**src/rtl/shot_pkg.sv**
```systemverilog
// Shared types and default constants for the shot_select front end.
// Phase encoding matches the value shown on the debug/display phase output.
package shot_pkg;

    typedef enum logic [2:0] {
        IDLE  = 3'd0,
        AIM   = 3'd1,
        POWER = 3'd2,
        FIRE  = 3'd3,
        DONE  = 3'd4
    } phase_e;

    localparam int unsigned TICK_DIV_DEF   = 16;
    localparam int unsigned ANGLE_STEP_DEF = 5;
    localparam int unsigned ANGLE_MAX_DEF  = 90;
    localparam int unsigned STR_STEP_DEF   = 1;
    localparam int unsigned STR_MAX_DEF    = 127;

    // Tick counter width; a divider of 1 still needs a one-bit register.
    function automatic int unsigned cnt_width(input int unsigned div);
        return (div > 1) ? $clog2(div) : 1;
    endfunction

endpackage

```
**src/rtl/shot_select_if.sv**
```systemverilog
// Player-side bundle: the button going in, the aiming operands and status coming out.
// The shot_select block uses the slave view; whoever drives the button uses master.
interface shot_select_if;

    logic       btn;
    logic [7:0] angle;
    logic [7:0] strength;
    logic       fire;
    logic [2:0] phase;
    logic       busy;

    modport master (
        output btn,
        input  angle,
        input  strength,
        input  fire,
        input  phase,
        input  busy
    );

    modport slave (
        input  btn,
        output angle,
        output strength,
        output fire,
        output phase,
        output busy
    );

endinterface

```
**src/rtl/shot_select_pingpong_counter.sv**
```systemverilog
// Bounded up/down sweep over 0..MAX in steps of STEP, reversing at either end.
// At an end the value bounces straight to the neighbouring step rather than dwelling.
module pingpong_counter
    import shot_pkg::*;
#(
    parameter int unsigned STEP = ANGLE_STEP_DEF,
    parameter int unsigned MAX  = ANGLE_MAX_DEF
) (
    input  logic       clk,
    input  logic       reset,
    input  logic       clr,
    input  logic       en,
    output logic [7:0] value
);

    localparam logic [7:0] C_STEP = 8'(STEP);
    localparam logic [7:0] C_MAX  = 8'(MAX);
    localparam logic [7:0] C_TOP  = 8'(MAX - STEP);

    logic [7:0] r_value;
    logic       r_dir_down;

    always_ff @(posedge clk) begin
        if (!reset || clr) begin
            r_value    <= 8'd0;
            r_dir_down <= 1'b0;
        end else if (en) begin
            if (!r_dir_down) begin
                if (r_value == C_MAX) begin
                    r_dir_down <= 1'b1;
                    r_value    <= C_TOP;
                end else begin
                    r_value <= r_value + C_STEP;
                end
            end else begin
                if (r_value == 8'd0) begin
                    r_dir_down <= 1'b0;
                    r_value    <= C_STEP;
                end else begin
                    r_value <= r_value - C_STEP;
                end
            end
        end
    end

    assign value = r_value;

endmodule

```
**src/rtl/shot_select.sv**
```systemverilog
// Single-button aim/power/fire sequencer feeding angle and strength to the score stage.
// Outputs come straight from registers, so btn never reaches an output combinationally.
module shot_select
    import shot_pkg::*;
#(
    parameter int unsigned TICK_DIV   = TICK_DIV_DEF,
    parameter int unsigned ANGLE_STEP = ANGLE_STEP_DEF,
    parameter int unsigned ANGLE_MAX  = ANGLE_MAX_DEF,
    parameter int unsigned STR_STEP   = STR_STEP_DEF,
    parameter int unsigned STR_MAX    = STR_MAX_DEF
) (
    input  logic         clk,
    input  logic         reset,
    shot_select_if.slave bus
);

    localparam logic [2:0] S_IDLE  = 3'(IDLE);
    localparam logic [2:0] S_AIM   = 3'(AIM);
    localparam logic [2:0] S_POWER = 3'(POWER);
    localparam logic [2:0] S_FIRE  = 3'(FIRE);
    localparam logic [2:0] S_DONE  = 3'(DONE);

    localparam int unsigned     CW       = cnt_width(TICK_DIV);
    localparam logic [CW-1:0]   CNT_LAST = CW'(TICK_DIV - 1);

    logic [2:0]    r_state;
    logic          r_btn_q;
    logic [CW-1:0] r_cnt;

    logic       w_press;
    logic       w_sweep;
    logic       w_tick;
    logic       w_clr;
    logic       w_angle_en;
    logic       w_str_en;
    logic [7:0] w_angle;
    logic [7:0] w_strength;

    assign w_press = bus.btn & ~r_btn_q;
    assign w_sweep = (r_state == S_AIM) || (r_state == S_POWER);
    assign w_tick  = w_sweep && (r_cnt == CNT_LAST);

    // A press on a tick edge wins: the operand freezes at its pre-tick value.
    assign w_angle_en = (r_state == S_AIM)   && w_tick && !w_press;
    assign w_str_en   = (r_state == S_POWER) && w_tick && !w_press;
    assign w_clr      = (r_state == S_IDLE) || ((r_state == S_DONE) && w_press);

    always_ff @(posedge clk) begin
        if (!reset) begin
            r_btn_q <= 1'b0;
        end else begin
            r_btn_q <= bus.btn;
        end
    end

    // Leaving a sweep phase or pressing always restarts the divider from zero.
    always_ff @(posedge clk) begin
        if (!reset || !w_sweep || w_press) begin
            r_cnt <= '0;
        end else if (w_tick) begin
            r_cnt <= '0;
        end else begin
            r_cnt <= r_cnt + CW'(1);
        end
    end

    always_ff @(posedge clk) begin
        if (!reset) begin
            r_state <= S_IDLE;
        end else begin
            case (r_state)
                S_IDLE:  if (w_press) r_state <= S_AIM;
                S_AIM:   if (w_press) r_state <= S_POWER;
                S_POWER: if (w_press) r_state <= S_FIRE;
                S_FIRE:  r_state <= S_DONE;
                S_DONE:  if (w_press) r_state <= S_AIM;
                default: r_state <= S_IDLE;
            endcase
        end
    end

    pingpong_counter #(
        .STEP (ANGLE_STEP),
        .MAX  (ANGLE_MAX)
    ) u_angle (
        .clk   (clk),
        .reset (reset),
        .clr   (w_clr),
        .en    (w_angle_en),
        .value (w_angle)
    );

    pingpong_counter #(
        .STEP (STR_STEP),
        .MAX  (STR_MAX)
    ) u_strength (
        .clk   (clk),
        .reset (reset),
        .clr   (w_clr),
        .en    (w_str_en),
        .value (w_strength)
    );

    assign bus.angle    = w_angle;
    assign bus.strength = w_strength;
    assign bus.phase    = r_state;
    assign bus.fire     = (r_state == S_FIRE);
    assign bus.busy     = (r_state == S_AIM) || (r_state == S_POWER) || (r_state == S_FIRE);

endmodule

```
**src/flat_wrapper.sv**
```systemverilog
// flat-port wrapper written by rule: the top's interface ports become plain ports
module shot_select_flat import shot_pkg::*;
#(
    parameter int unsigned TICK_DIV   = TICK_DIV_DEF,
    parameter int unsigned ANGLE_STEP = ANGLE_STEP_DEF,
    parameter int unsigned ANGLE_MAX  = ANGLE_MAX_DEF,
    parameter int unsigned STR_STEP   = STR_STEP_DEF,
    parameter int unsigned STR_MAX    = STR_MAX_DEF
)
  (clk, reset, bus_btn, bus_angle, bus_strength, bus_fire, bus_phase, bus_busy);
  shot_select_if bus_i ();
  input  logic clk;
  input  logic reset;
  input wire logic [$bits(bus_i.btn)-1:0] bus_btn;
  output wire logic [$bits(bus_i.angle)-1:0] bus_angle;
  output wire logic [$bits(bus_i.strength)-1:0] bus_strength;
  output wire logic [$bits(bus_i.fire)-1:0] bus_fire;
  output wire logic [$bits(bus_i.phase)-1:0] bus_phase;
  output wire logic [$bits(bus_i.busy)-1:0] bus_busy;
  assign bus_i.btn = bus_btn;
  assign bus_angle = bus_i.angle;
  assign bus_strength = bus_i.strength;
  assign bus_fire = bus_i.fire;
  assign bus_phase = bus_i.phase;
  assign bus_busy = bus_i.busy;
  shot_select #(.TICK_DIV(TICK_DIV), .ANGLE_STEP(ANGLE_STEP), .ANGLE_MAX(ANGLE_MAX), .STR_STEP(STR_STEP), .STR_MAX(STR_MAX)) u_core (.clk(clk), .reset(reset), .bus(bus_i));
endmodule
```
**config.mk**
```make
export PLATFORM = sky130hd
export DESIGN_NAME = shot_select_flat
export DESIGN_NICKNAME = d
export VERILOG_FILES = /design/src/rtl/shot_pkg.sv /design/src/rtl/shot_select_if.sv /design/src/rtl/shot_select_pingpong_counter.sv /design/src/rtl/shot_select.sv /design/src/flat_wrapper.sv
export SDC_FILE = /design/constraint.sdc
export NUM_CORES = 1
export LEC_CHECK = 0
export BUFFER_PORTS_ARGS = -buffer_cell sky130_fd_sc_hd__buf_2
export CAP_MARGIN = 5
export CORE_MARGIN = 1.5
export CORE_UTILIZATION = 50
export DETAILED_ROUTE_END_ITERATION = 7
export PLACE_DENSITY = 0.74
export REMOVE_ABC_BUFFERS = 1
export SYNTH_ARGS = -nofsm -noshare
export SYNTH_HDL_FRONTEND = slang
export SYNTH_SLANG_ARGS = --single-unit
```
**constraint.sdc**
```tcl
create_clock -name clk -period 2.2 [get_ports clk]
set_clock_uncertainty 0.15 [all_clocks]
set_input_delay 0.11 -clock clk [delete_from_list [all_inputs] [get_ports clk]]
set_output_delay 0.11 -clock clk [all_outputs]
set_load 0.05 [all_outputs]
```
==> results by stage <==
Power:
- The part of the total power dissipated in combinational logic is 0.112.
- Of the total power, registers draw 0.588.
- The cell-internal power is 0.6072 mW.
- The analysis attributes to net switching a power of 0.2162 mW.
- The switching part of the total power is 0.2626.
- The standby leakage power is 0.7940 nW.
- Of the total power, the clock network draws 0.300.
- The power density over the cells is 395.7 mW/mm^2.
- IR analysis of the VDD net gives a maximum drop of 286.9 uV.

Worst setup path:
- Data arrives at the worst endpoint at 2130 ps.
- The worst setup path category is flip-flop to flip-flop.
- At the worst endpoint, the required time is 2310 ps.
- The worst setup path is captured at a flip-flop.
- Along the worst path, the maximum fanout reaches 5.
- The type of element launching the critical path is a flip-flop.

Logic synthesis:
- The number of synthesized flops with an enable pin is 0.
- The unique cell type count in the Yosys netlist is 45.
- The post-synthesis cell area is 0.001810 sq mm.
- The primary flip-flop cell chosen by synthesis mapping is sky130_fd_sc_hd__dfxtp_1.
- The average cell area after synthesis is between 7 and 8 sq um.
- For this run, the number of Yosys warnings is 0.
- Of the post-synthesis cell area, the dominant cell type holds 0.2875.
- The synthesized instance count is between 200 and 250.
- The share of the Yosys chip area taken by registers is 0.2875.
- After synthesis, the cell types taking the most area are sky130_fd_sc_hd__dfxtp_1 29%, sky130_fd_sc_hd__o21ai_0 7.2%, sky130_fd_sc_hd__nor2_1 5.4%.
- The number of flip-flops and latches in the synthesized netlist is 26.
- The post-synthesis async set-or-reset flop share is 0.
- The top cell type by total area after synthesis is sky130_fd_sc_hd__dfxtp_1.

Die:
- In this run the count of I/O pins placed on the die edge is 24.
- The die is 63.18 um tall.
- For this configuration, the core starts out at a cell density of 0.5300.
- From left edge to right edge, the die measures 63.18 um.
- The die covers approximately 0.004 sq mm.
- The floorplan has 21 rows.
- The core area is about 0.0034 sq mm.

Timing:
- Setup repair after global routing left no endpoint under its margin.
- The actual transition at the worst max-transition pin is between 500 and 600 ps.
- The final count of pins violating max slew came to 0.
- The worst-case hold slack is between 300 and 400 ps.
- The number of hold violations in the final report is 0.
- Setup violations remaining at the end of the flow were counted as 0.
- Timing would allow up to 495.9 MHz.
- The minimum period implied by the final worst setup slack is a little over 2000 ps.
- Setup slack closes at approximately 180 ps.
- The worst max-slew margin expressed relative to the limit is 0.6266.
- Dividing the final minimum period by the clock period gives 0.9166.

Route:
- The number of detailed-route iterations in the first pass is 5.
- The aggregate routed wire length is 4416 um.
- Using the TritonRoute via totals, the vias-per-cell ratio works out to 6.034.
- The detailed router's first-iteration violation count is between 150 and 200.
- The count of nets left with antenna violations after detail routing is 0.
- The mean routed wirelength per cell is 13.84 um.
- The total via count in the routed design is 1925.
- The remaining routing DRC violations is 0.

Place:
- The placed instances occupy a cell area of about 0.0020 sq mm.
- The count of buffers added on input and output ports is 23.
- The worst slack at placement is 116.2 ps.
- The congestion estimate from routability-driven global placement came to 0.8663.
- The placed wire-length estimate is roughly 3200 um.

Clock network:
- The clock tree from TritonCTS is yes.
- Buffers added to address setup during post-CTS repair amount to 0.
- The TritonCTS buffer count is 3.
- Counting every sink on the clock net gives 26.
- The maximum clock insertion buffer count is 2.
- The buffer cell driving the clock tree root is sky130_fd_sc_hd__clkbuf_4.
- Clock latency on the worst-skew pair, taken at its later pin, is 320 ps.
- The number of H-tree branching levels is 1.
- The clock-pin slew on the worst setup and hold paths is 140 ps.

GRT:
- The number of antenna violations at the first check in global routing is 0.
- The overall overflow remaining after global route is 0.
- The pin count of the biggest net entering global routing is 15.
- The via count of the first global-routing pass was between 1500 and 2000.
- The first-pass GRT wire length is between 7000 and 8000 um.
- In the global route stage, overall resource usage came out at 0.2339.

Finish:
- The count of inserted antenna diode cells is 0.
- The area growth from synthesis to layout is 14.93%.
- In the final layout, the share of cells above drive strength 1 is 0.1795.
- After filler insertion, the fill cell instance count of the layout stands at between 300 and 400.
- The design area is 0.002081 sq mm.
- The final core utilization is 0.6092.
- In the final design database the tool counted approximately 280 nets.

Worst hold path:
- The min-delay analysis places its worst path in the category flip-flop to flip-flop.

Status:
- The run finished with clean final reports.

Run:
- The reported max-cap violation count is 0.
-- per-layer routing --
layer	share of wire	routed length [um]	vias up	global-route usage
li1	-	-	968	-
met1	0.49	2181	889	0.3455
met2	0.44	1945	64	0.3670
met3	0.055	242	4	0.01607
met4	0.010	46	0	0.06522
met5	0	0	-	0
-- cells in the final DEF, fill, tap and decap left out, types with 2 or more instances in the layout --
cell / netlist / final
sky130_fd_sc_hd__o32ai_1: 3 / 3
sky130_fd_sc_hd__nor4_1: 4 / 4
sky130_fd_sc_hd__nand2b_1: 4 / 4
sky130_fd_sc_hd__o41ai_1: 2 / 2
sky130_fd_sc_hd__a211oi_1: 2 / 2
sky130_fd_sc_hd__and3b_1: 2 / 2
sky130_fd_sc_hd__a21oi_1: 16 / 16
sky130_fd_sc_hd__nor2_1: 26 / 25
sky130_fd_sc_hd__inv_1: 11 / 11
sky130_fd_sc_hd__or2_2: 2 / 2
sky130_fd_sc_hd__buf_4: 0 / 13
sky130_fd_sc_hd__nor2b_1: 3 / 3
sky130_fd_sc_hd__nor3b_1: 2 / 2
sky130_fd_sc_hd__or4_4: 0 / 2
sky130_fd_sc_hd__nand2_1: 17 / 17
sky130_fd_sc_hd__dlygate4sd3_1: 0 / 3
sky130_fd_sc_hd__a31oi_1: 8 / 8
sky130_fd_sc_hd__nor4b_1: 4 / 4
sky130_fd_sc_hd__o21ai_0: 26 / 26
sky130_fd_sc_hd__a32o_1: 3 / 3
sky130_fd_sc_hd__xnor2_1: 2 / 2
sky130_fd_sc_hd__nor3_1: 8 / 8
sky130_fd_sc_hd__o22ai_1: 3 / 3
sky130_fd_sc_hd__buf_2: 1 / 23
sky130_fd_sc_hd__clkbuf_4: 0 / 3
sky130_fd_sc_hd__or4_1: 5 / 3
sky130_fd_sc_hd__ha_1: 7 / 7
sky130_fd_sc_hd__nand4_1: 5 / 5
sky130_fd_sc_hd__and2_1: 5 / 5
sky130_fd_sc_hd__o311ai_0: 3 / 3
sky130_fd_sc_hd__dfxtp_1: 26 / 26
sky130_fd_sc_hd__mux2_2: 2 / 2
sky130_fd_sc_hd__nand3_1: 12 / 12
sky130_fd_sc_hd__or3_1: 4 / 4
-- metrics by stage --
step	setup TNS (ps)	total power [mW]	std cells
finish	0	0.8234	319
global route	0	0.8591	319
CTS	0	0.8287	319
detailed placement	0	0.5805	312
global placement	0	0.5790	312
floorplan	-710.8	0.5560	230
-- state kept, by name, indices dropped and copies added, names as in the netlist --
| signal | flops |
|---|---|
| u_core.bus.phase | 3 |
| u_core.r_cnt | 4 |
| u_core.u_strength.r_dir_down | 1 |
| u_core.u_angle.value | 8 |
| u_core.u_angle.r_dir_down | 1 |
| u_core.r_btn_q | 1 |
| u_core.u_strength.value | 8 |
-- power by group through the flow --
stage	clock network (mW)	logic (mW)	registers [mW]
3_5_place_dp	0	0.0863	0.494
5_1_grt	0.273	0.101	0.485
3_3_place_gp	0	0.0859	0.493
6_report	0.247	0.0921	0.484
4_1_cts	0.254	0.0908	0.484
2_1_floorplan	0	0.0499	0.506
-- worst max-delay path, cell delays in order, from the launching register on --
cell and delay (ps):
sky130_fd_sc_hd__dfxtp_1 380, sky130_fd_sc_hd__ha_1 190, sky130_fd_sc_hd__nand3_1 100, sky130_fd_sc_hd__buf_4 170
sky130_fd_sc_hd__or4_4 520, sky130_fd_sc_hd__nor2_2 120, sky130_fd_sc_hd__o21ai_0 140, sky130_fd_sc_hd__o21ai_0 180
-- cell families (layout without fill, tap and decap cells) --
family,Yosys count,in the layout,synth area share
AND/OR/NAND/NOR,107,107,0.3193
multiplexers,2,2,0.01244
XOR/XNOR,3,3,0.01452
flip-flops,26,26,0.2875
buffers and inverters,29,54,0.06496
adder cells (fa/ha/maj),7,7,0.04837
AO/OA/AOI/OAI,74,74,0.2529
-- synthesized netlist by cell type, types with 7 or more instances --
cell type,count
sky130_fd_sc_hd__a21oi_1,16
sky130_fd_sc_hd__a31oi_1,8
sky130_fd_sc_hd__clkbuf_1,16
sky130_fd_sc_hd__dfxtp_1,26
sky130_fd_sc_hd__ha_1,7
sky130_fd_sc_hd__inv_1,11
sky130_fd_sc_hd__nand2_1,17
sky130_fd_sc_hd__nand3_1,12
sky130_fd_sc_hd__nor2_1,26
sky130_fd_sc_hd__nor3_1,8
sky130_fd_sc_hd__o21ai_0,26
-- timing repair --
| item | CTS | global route |
|---|---|---|
| setup endpoints to repair | 0 | 3 |
| endpoints found under the hold margin | 7 | 0 |
| resized for setup | 0 | 3 |
| hold buffers | 3 | 0 |
-- path summary, 6_finish.rpt --
kind,slack [ps],cells past startpoint,start,to
worst max-delay path,180,7,u_core.r_cnt[0],u_core.u_strength.value[2]
worst min-delay path,310,1,u_core.r_cnt[0],u_core.r_cnt[0]
worst max register to register,180,7,u_core.r_cnt[0],u_core.u_strength.value[2]
worst min register to register,310,1,u_core.r_cnt[0],u_core.r_cnt[0]
-- area by class of cell --
type                            count  area, sq um  share of cell area
Inverter                           11        41.29             0.01984
Sequential cell                    26        520.5              0.2501
Tap cell                           46        57.56             0.02766
Timing Repair Buffer               39        242.7              0.1167
Clock buffer                        4        36.28             0.01744
Multi-Input combinational cell    193         1182              0.5682
(Power assumes the default switching activity.)
